**config.mk**
```make
export PLATFORM = sky130hd
export DESIGN_NAME = stream_demux_1x2
export DESIGN_NICKNAME = d
export VERILOG_FILES = /design/src/rtl/stream_demux_1x2_pkg.sv /design/src/rtl/stream_demux_1x2_out_stage.sv /design/src/rtl/stream_demux_1x2.sv
export SDC_FILE = /design/constraint.sdc
export NUM_CORES = 1
export LEC_CHECK = 0
export CORE_MARGIN = 1.5
export CORE_UTILIZATION = 45
export DETAILED_ROUTE_END_ITERATION = 12
export PLACE_DENSITY = 0.87
export SKIP_LAST_GASP = 1
export SYNTH_ARGS = -nofsm -noshare
export SYNTH_HDL_FRONTEND = slang
export SYNTH_SLANG_ARGS = --single-unit
```
**constraint.sdc**
```tcl
create_clock -name clk -period 1.6 [get_ports clk]
set_input_delay 0.24 -clock clk [delete_from_list [all_inputs] [get_ports clk]]
set_output_delay 0.24 -clock clk [all_outputs]
set_load 0.02 [all_outputs]
```
**src/rtl/stream_demux_1x2_pkg.sv**
```systemverilog
// Shared widths, select encodings and output-stage state type for the 1x2 demux.
// Latency: n/a (definitions only).
// Backpressure: n/a (definitions only).
package stream_demux_1x2_pkg;

    localparam int DEF_W     = 3;
    localparam int DEF_CNT_W = 8;

    localparam logic SEL_F0 = 1'b0;
    localparam logic SEL_F1 = 1'b1;

    typedef enum logic {
        ST_EMPTY = 1'b0,
        ST_FULL  = 1'b1
    } stage_state_t;

endpackage

```
**src/rtl/stream_demux_1x2_out_stage.sv**
```systemverilog
// One-entry registered output stage: holds a single word until the consumer takes it.
// Latency: 1 cycle from load to q_valid.
// Backpressure: room drops while full and out_ready is low; drain and refill in one cycle.
module demux_out_stage
    import stream_demux_1x2_pkg::*;
#(
    parameter int W = DEF_W
) (
    input  logic         clk,
    input  logic         reset,
    input  logic         load,
    input  logic [W-1:0] d,
    input  logic         out_ready,
    output logic [W-1:0] q,
    output logic         q_valid,
    output logic         room
);

    stage_state_t state_q;
    stage_state_t state_d;

    always_ff @(posedge clk or posedge reset) begin
        if (reset) begin
            state_q <= ST_EMPTY;
        end else begin
            state_q <= state_d;
        end
    end

    // load is only ever asserted when room is high, so FULL+load implies a drain.
    always_comb begin
        state_d = state_q;
        case (state_q)
            ST_EMPTY: if (load) state_d = ST_FULL;
            ST_FULL:  if (out_ready && !load) state_d = ST_EMPTY;
            default:  state_d = ST_EMPTY;
        endcase
    end

    // Data is not cleared on drain; it keeps the last loaded word.
    always_ff @(posedge clk or posedge reset) begin
        if (reset) begin
            q <= '0;
        end else if (load) begin
            q <= d;
        end
    end

    assign q_valid = (state_q == ST_FULL);
    assign room    = !q_valid || out_ready;

endmodule

```
**src/rtl/stream_demux_1x2.sv**
```systemverilog
// Registered 1-to-2 stream demux with per-output accept counters.
// Latency: 1 cycle from accept to fN_valid.
// Backpressure: in_ready follows only the stage selected by s; the other stage never blocks.
module stream_demux_1x2
    import stream_demux_1x2_pkg::*;
#(
    parameter int W     = DEF_W,
    parameter int CNT_W = DEF_CNT_W
) (
    input  logic             clk,
    input  logic             reset,
    input  logic [W-1:0]     x,
    input  logic             s,
    input  logic             in_valid,
    output logic             in_ready,
    output logic [W-1:0]     f0,
    output logic             f0_valid,
    input  logic             f0_ready,
    output logic [W-1:0]     f1,
    output logic             f1_valid,
    input  logic             f1_ready,
    output logic [CNT_W-1:0] cnt0,
    output logic [CNT_W-1:0] cnt1
);

    logic room0;
    logic room1;
    logic accept;
    logic load0;
    logic load1;

    assign in_ready = (s == SEL_F1) ? room1 : room0;
    assign accept   = in_valid && in_ready;
    assign load0    = accept && (s == SEL_F0);
    assign load1    = accept && (s == SEL_F1);

    demux_out_stage #(.W(W)) u_stage0 (
        .clk       (clk),
        .reset     (reset),
        .load      (load0),
        .d         (x),
        .out_ready (f0_ready),
        .q         (f0),
        .q_valid   (f0_valid),
        .room      (room0)
    );

    demux_out_stage #(.W(W)) u_stage1 (
        .clk       (clk),
        .reset     (reset),
        .load      (load1),
        .d         (x),
        .out_ready (f1_ready),
        .q         (f1),
        .q_valid   (f1_valid),
        .room      (room1)
    );

    // Counters track accepts only; they wrap naturally at 2^CNT_W.
    always_ff @(posedge clk or posedge reset) begin
        if (reset) begin
            cnt0 <= '0;
            cnt1 <= '0;
        end else begin
            if (load0) cnt0 <= cnt0 + CNT_W'(1);
            if (load1) cnt1 <= cnt1 + CNT_W'(1);
        end
    end

endmodule

```
==> qor.txt <==
Fin. max-slew vios: 0
Syn. warnings: 0
Setup bufs post-CTS: 0
Clock slew at reported path FFs: 120 ps
RSZ-0062 raised after global routing: false
FF-to-FF End: u_stage1.q[0]
Port Buf Inserts: 33
Share of total power in the clock network: 12.2%
Max frequency: 646 MHz
Buffers & Inverters on Critical Path: 1
Design Power: 0.00209 W
Int Pwr: 0.00128 W
Crit. End Element: output pin
Clk buf depth: 2
GRT overflow: 0
Gr busiest metal: met2
Worst path required time: 1360 ps
Worst reg2reg setup slack: 250 ps
Final Hold Viols: 0
Die area: 2680 sq um
Flop pwr share: 46.3%
Synth area leaders: dfrtp_1 56%, mux2_1 6.3%, xnor2_1 5.7%
Core area: 2230 sq um
Routed WL: 2.05 mm
R2R cell count: 4
Fin nets: 136
Clock root buffer: clkbuf_4
Die X-Extent: 51.7 um
CP arrival: 1310 ps
CTS tree: yes
Diode count: 0
VDD IR max: 1.03 mV
Max cap viols: 0
Fin crit period: 1550 ps
Synth Cell Area: 1070 sq um
Sw Ratio: 38.9%
Routability Congestion: 0.769
Sum Neg Setup Slack: 0 ps
Placed cells: 148
DRC violations left: 0
Crit Path Max Fanout: 3
Worst slew pin tran: 305 ps
Top cell type's share of synthesized area: 56.2%
Post-synthesis sequential area ratio: 56.2%
Critical path's slowest cell: clkdlybuf4s50_1
Via density: 4.99
Met3 Use GR: 4.89%
Layout cells sized above 1: 18.7%
FF+latch count, synth: 24
Largest net degree at the start of global routing: 25
Pleak: 0.788 nW
Reg2reg start: u_stage1.q_valid
Row Count: 17
Initial Utilization: 47.8%
Num CTS Buffers: 3
Setup crit end: cnt0[4]
Unique masters post-synth: 21
Critical path, cell by cell: clkdlybuf4s50_1
HPWL Detailed: 1.59 mm
Via count: 754
CP top delay family: buffers and inverters
Initial DRT Pass Iterations: 4
Final setup vio count: 0
Fin crit share: 96.7%
Top Ports: 34
Post-CTS Hold Fix Bufs: 0
Worst Setup SP: cnt0[4]
Hold Slack: 276 ps
Area grow syn2layout: 40.9%
Antenna-violating nets left: 0
CP startpoint kind: flop
P per Cell Area: 1390 nW/um^2
Rel. slew slack: 79.7%
First DRT Iteration DRCs: 4
Worst path depth: 1
GR Util met1: 19.7%
Clock Skew: 0.810 ps
Worst skew pair latency: 300 ps
Clock Sink Count: 24
Switching pwr: 0.000813 W
First-pass GRT wire length: 3.35 mm
Run status: finished clean
Hold crit path type: in2async
Area leader, netlist: dfrtp_1
Die H: 51.7 um
Post_cts resized: 8
Initial antenna violation count: 0
Syn Inst Count: 80
Post-synth net total: 91
H-tree depth: 1
Total track usage: 17.2%
Comb power frac: 41.4%
Layout Cells excl Fill: 151
Max stage delay on crit path: 610 ps
Number of global-route vias before repair: 776
Routed length per instance: 13.6 um
Avg Cell Area, Syn: 13.4 sq um
M2 GR Usage: 30.8%
CP Class: reg2out
==> per-stage QoR <==
stage               setup slack, ps  util (%)  instance area [sq um]
floorplan                       318         -                   1070
global placement               -224      66.2                   1480
detailed placement             -267      66.2                   1480
CTS                           -52.3      66.8                   1490
global route                   5.71      67.4                   1510
finish                         53.2      67.4                   1510
==> metal layers <==
layer  vias up  wire length [um]  part of all wire [%]
li1        357                 -                     -
met1       375               859                    42
met2        20              1060                    52
met3         2               114                   5.6
met4         0                14                  0.68
met5         -                 0                     0
==> power groups by stage <==
stage	Sequential, W	Combinational [W]	Clock [W]
after floorplan	0.00118	0.000273	0
after global placement	0.000977	0.000915	0
after detailed placement	0.000988	0.000950	0
after CTS	0.000972	0.000891	0.000260
after global routing	0.00100	0.000927	0.000272
final	0.000969	0.000867	0.000256
==> worst min path at each step <==
stage / startpoint / to / slack, ps / depth (start not counted)
2_1_floorplan: reset / cnt0[0] / 250 / 1
3_3_place_gp: cnt0[7] / cnt0[7] / 460 / 1
3_5_place_dp: cnt1[7] / cnt1[7] / 470 / 1
4_1_cts: reset / u_stage0.q_valid / 280 / 3
5_1_grt: reset / u_stage0.q_valid / 320 / 3
6_report: reset / cnt1[5] / 280 / 3
==> sequential cells by signal, indices dropped and copies added, names as in the netlist <==
register / cells
cnt0: 8
cnt1: 8
u_stage0.q: 3
u_stage0.q_valid: 1
u_stage1.q: 3
u_stage1.q_valid: 1
==> cell type report <==
| class | instances | area [sq um] |
|---|---|---|
| fillers | 187 | 728 |
| flip-flops and latches | 24 | 601 |
| multi-input cells | 52 | 438 |
| repair buffers | 42 | 402 |
| well taps | 28 | 35.0 |
| clock buffers | 3 | 22.5 |
| inverters | 2 | 7.51 |
==> synth_stat cells <==
library cell and n:
nand2_1 6, nor3_1 1, and3_1 3, nor3_4 1, nand3_1 3, nand2b_2 1, mux2_1 6, buf_6 2
nor2b_4 1, ha_1 2, nand3b_4 1, nor4_2 1, dfrtp_1 24, nor2_1 3, mux2_2 3, nand2_2 1
xnor2_1 7, nand4_1 4, xor2_1 7, inv_1 2, nand2b_4 1
==> cell families (layout without fill, tap and decap cells) <==
logic type | count (synthesis) | after routing | share of synthesized area (%)
buf+inv | 4 | 47 | 2.81
fa+ha+maj | 2 | 2 | 2.34
simple gates | 27 | 27 | 17.7
mux | 9 | 9 | 9.48
xor+xnor | 14 | 14 | 11.5
flops | 24 | 24 | 56.2
==> layout by cell type, fill, tap and decap left out, types with 2 or more instances in the layout <==
cell type         n
and3_1            3
buf_4             9
clkbuf_4          3
clkdlybuf4s50_1  18
dfrtp_1          24
dlygate4sd2_1     7
dlymetal6s2s_1    7
ha_1              2
inv_1             2
mux2_1            6
mux2_2            3
nand2_1           6
nand3_1           3
nand4_1           4
nor2_1            3
xnor2_1           7
xor2_1            7
No activity file was read; power rests on OpenSTA's default activity.
==> RTL change 1, RTL diff (same settings) <==
Change the package constant `DEF_CNT_W` from 8 to 9.
--- a/src/rtl/stream_demux_1x2_pkg.sv
+++ b/src/rtl/stream_demux_1x2_pkg.sv
@@ -6,3 +6,3 @@
     localparam int DEF_W     = 3;
-    localparam int DEF_CNT_W = 8;
+    localparam int DEF_CNT_W = 9;
 
Ports: changed (resized cnt0 and cnt1); port bits go from 34 to 36. No check against the original RTL was run, so the function may have changed too.
==> RTL change 1 against the original RTL <==
Global-route usage grew 0.53 points. Clock skew is 2.3 ps higher. Total power up 1.4%. Synthesized area up 7.7%. Wire length rose by 3.6%. Core utilization is 2.4 points lower. Design area up 6.1%. Clock power rose by 5%. Count of clock-buffer cells in the layout is the same. Combinational power fell by 6.5%. Sequential share of layout area rose by 0.85 points. Setup slack improved by 2.3 ps. Synthesized cell count increased by 5.0%. Sequential cell count up 2.
==> RTL change 1: results (changes against the original RTL) <==
logic_synthesis:
  syn-num-nets: 95  # +4.4%
  synthTopCellsByArea: "dfrtp_1 (57%), xnor2_1 (7.6%), mux2_2 (4.9%)"
placement:
  place_hpwl_um: 1620  # +1.9%
  pre_cts_ws_ps: -259  # +7.83 ps
  gp_congestion: 0.722  # -6.1%
grt:
  grt_util_met1: 0.203  # +0.00596
  grtUsageMet2: 0.311  # +0.00301
  grt_pass1_wl_um: 3590  # +7.2%
  grt_use_total: 0.177  # +0.00525
  first_global_vias: 830  # +7.0%
  use_met3: 0.0444  # -0.00441
  grt_max_degree: 16  # -36%
power:
  p_switching_uw: 818  # +0.70%
  leakage_uw: 0.000862  # +9.4%
  power_uw: 2120  # +1.4%
  pg_seq_uw: 1040  # +7%
  vdd_drop_max_mv: 0.994  # -3.5%
finish:
  top_regs: "cnt0 x9, cnt1 x9"
  fin_nets: 140  # +2.9%
  drive_above_1_share: 0.173  # -0.0138
routing:
  wl_met1_um: 889  # +3.5%
  wl_per_cell_um: 13.5  # -0.39%
sta:
  period_share: 0.965  # -0.00145
  fin_hold_ws_ps: 213  # -63.7 ps
  max_slew_margin: 0.847  # +0.0501
setup_path:
  critPathMaxFanout: 2  # -1
  endpoint: "f0[2]"
run_status:
  status: "finished, final reports clean"
==> RTL change 1: changes by cell type after synthesis, sizes merged, moves of 2 or more <==
cell and change:
nand3 +5, nand2 -3, xnor2 +3, and2b +2, and4 +2, buf -2, dfrtp +2, nand4 -2
==> RTL change 1: what timing repair did <==
action / CTS / global route
hold endpoints to repair: 0 / 0
pin swaps: 0 / 0
resized for setup: 13 / 9
setup endpoints to repair: 13 / 8
setup buffers: 0 / 0
==> RTL change 1: logic make-up after synthesis <==
group	count (synthesis)	share of synthesized area
compound gates	1	0.00434
xor+xnor	16	0.122
fa+ha+maj	2	0.0217
buf+inv	1	0.00326
flops	26	0.565
mux	8	0.0783
simple gates	30	0.205
==> RTL change 1: area by class of cell <==
class	count	area (µm²)
Clock buffer	3	22.5
Fill cell	201	858
Inverter	1	3.75
Multi-Input combinational cell	57	497
Sequential cell	26	651
Tap cell	30	37.5
Timing Repair Buffer	40	385
==> RTL change 2, RTL diff (same settings) <==
Without the edit above. Make the reset (`reset`) synchronous in 3 clocked blocks.
--- a/src/rtl/stream_demux_1x2_out_stage.sv
+++ b/src/rtl/stream_demux_1x2_out_stage.sv
@@ -21,3 +21,3 @@
 
-    always_ff @(posedge clk or posedge reset) begin
+    always_ff @(posedge clk) begin
         if (reset) begin
@@ -40,3 +40,3 @@
     // Data is not cleared on drain; it keeps the last loaded word.
-    always_ff @(posedge clk or posedge reset) begin
+    always_ff @(posedge clk) begin
         if (reset) begin
--- a/src/rtl/stream_demux_1x2.sv
+++ b/src/rtl/stream_demux_1x2.sv
@@ -59,3 +59,3 @@
     // Counters track accepts only; they wrap naturally at 2^CNT_W.
-    always_ff @(posedge clk or posedge reset) begin
+    always_ff @(posedge clk) begin
         if (reset) begin
Behaviour: differs if reset is asserted again (counterexample within 4 cycles, from zero or initial values and one cycle with reset high); with reset held inactive, the same outputs for 10 cycles.
==> RTL change 2 against the original RTL <==
Die area is 1.1% lower. Via count grew 28%. Design area barely moved. Setup slack lost 34 ps. Global-route usage is 2.9 points higher. Largest cell class is now multi-input gates. Maximum frequency is 2.1% lower. Wire length increased by 22%. Sequential cell count did not move. Synthesized area down 1.2%.
Power is not compared: it rests on default switching activity, and its combinational part moved more than twofold at a synthesized area within 25%.
==> RTL change 2: results (changes against the original RTL) <==
run_status:
  status: "finished, final reports clean"
logic_synthesis:
  postSynthCellCount: 120  # +50%
  syn-num-nets: 131  # +44%
  synthTopCellsByCount: "dfxtp_1 (24), nor2_1 (18), nand2_1 (16)"
  synth_flop_cell: "dfxtp_1"
  synth_xor_area_frac: 0.0995  # -0.0152
  synth.area.mux_share: 0.0107  # -0.0842
  synth_compound_area_frac: 0.0794  # +0.0794
finish:
  fin_nets: 173  # +27%
  final_cells: 189  # +25%
  fillCellCount: 183  # -2.1%
  drive_above_1_share: 0.130  # -0.0566
routing:
  wl_met1_um: 1130  # +31%
  routed-wl-met3_um: 119  # +4.4%
  drt_iter0_drc: 22  # +18
  wl_per_cell_um: 13.2  # -2.4%
  vias_per_cell: 5.12  # +2.5%
grt:
  grt_util_met1: 0.233  # +0.0357
  grt_max_degree: 18  # -28%
  first_global_vias: 937  # +21%
  grt_pass1_wl_um: 4020  # +20%
  grtUsageMet2: 0.342  # +0.0342
  grt_use_total: 0.200  # +0.0290
cts:
  post_cts_resize_count: 12  # +4
  clock_latency_ps: 320  # +20 ps
sta:
  max_slew_margin: 0.761  # -0.0352
  fin_skew_ps: 7.69  # +6.88 ps
setup_path:
  critPathMaxStageDelay_ps: 540  # -70 ps
worst_hold_path:
  min_path_type: "reg -> reg"
placement:
  gp_congestion: 0.815  # +6.1%
  pre_cts_ws_ps: -304  # -37.0 ps
  place_hpwl_um: 1890  # +19%
==> RTL change 2: cell count changes in the layout (fill, tap and decap cells not counted), sizes merged, moves of 4 or more <==
cell         change
nor2            +15
mux2             -8
a21oi           +11
xor2             -7
o21ai            +4
dfrtp           -24
nand2            +9
nor4             +4
xnor2            +5
dfxtp           +24
dlygate4sd2      +4
==> RTL change 2: final cells by class <==
cell class / instances / area [µm²] / area share
Clock buffer: 4 / 36.3 / 0.0241
Timing Repair Buffer: 43 / 412 / 0.273
Inverter: 1 / 3.75 / 0.00249
Tap cell: 28 / 35.0 / 0.0233
Sequential cell: 24 / 480 / 0.319
Multi-Input combinational cell: 89 / 539 / 0.358
==> RTL change 2: final timing paths <==
path / end / start / slack [ps]
setup reg to reg: cnt1[7] / u_stage1.q_valid / 120
hold reg to reg: u_stage1.q[2] / u_stage1.q[2] / 470
hold / removal: u_stage1.q[2] / u_stage1.q[2] / 470
setup / recovery: cnt1[7] / s / 20
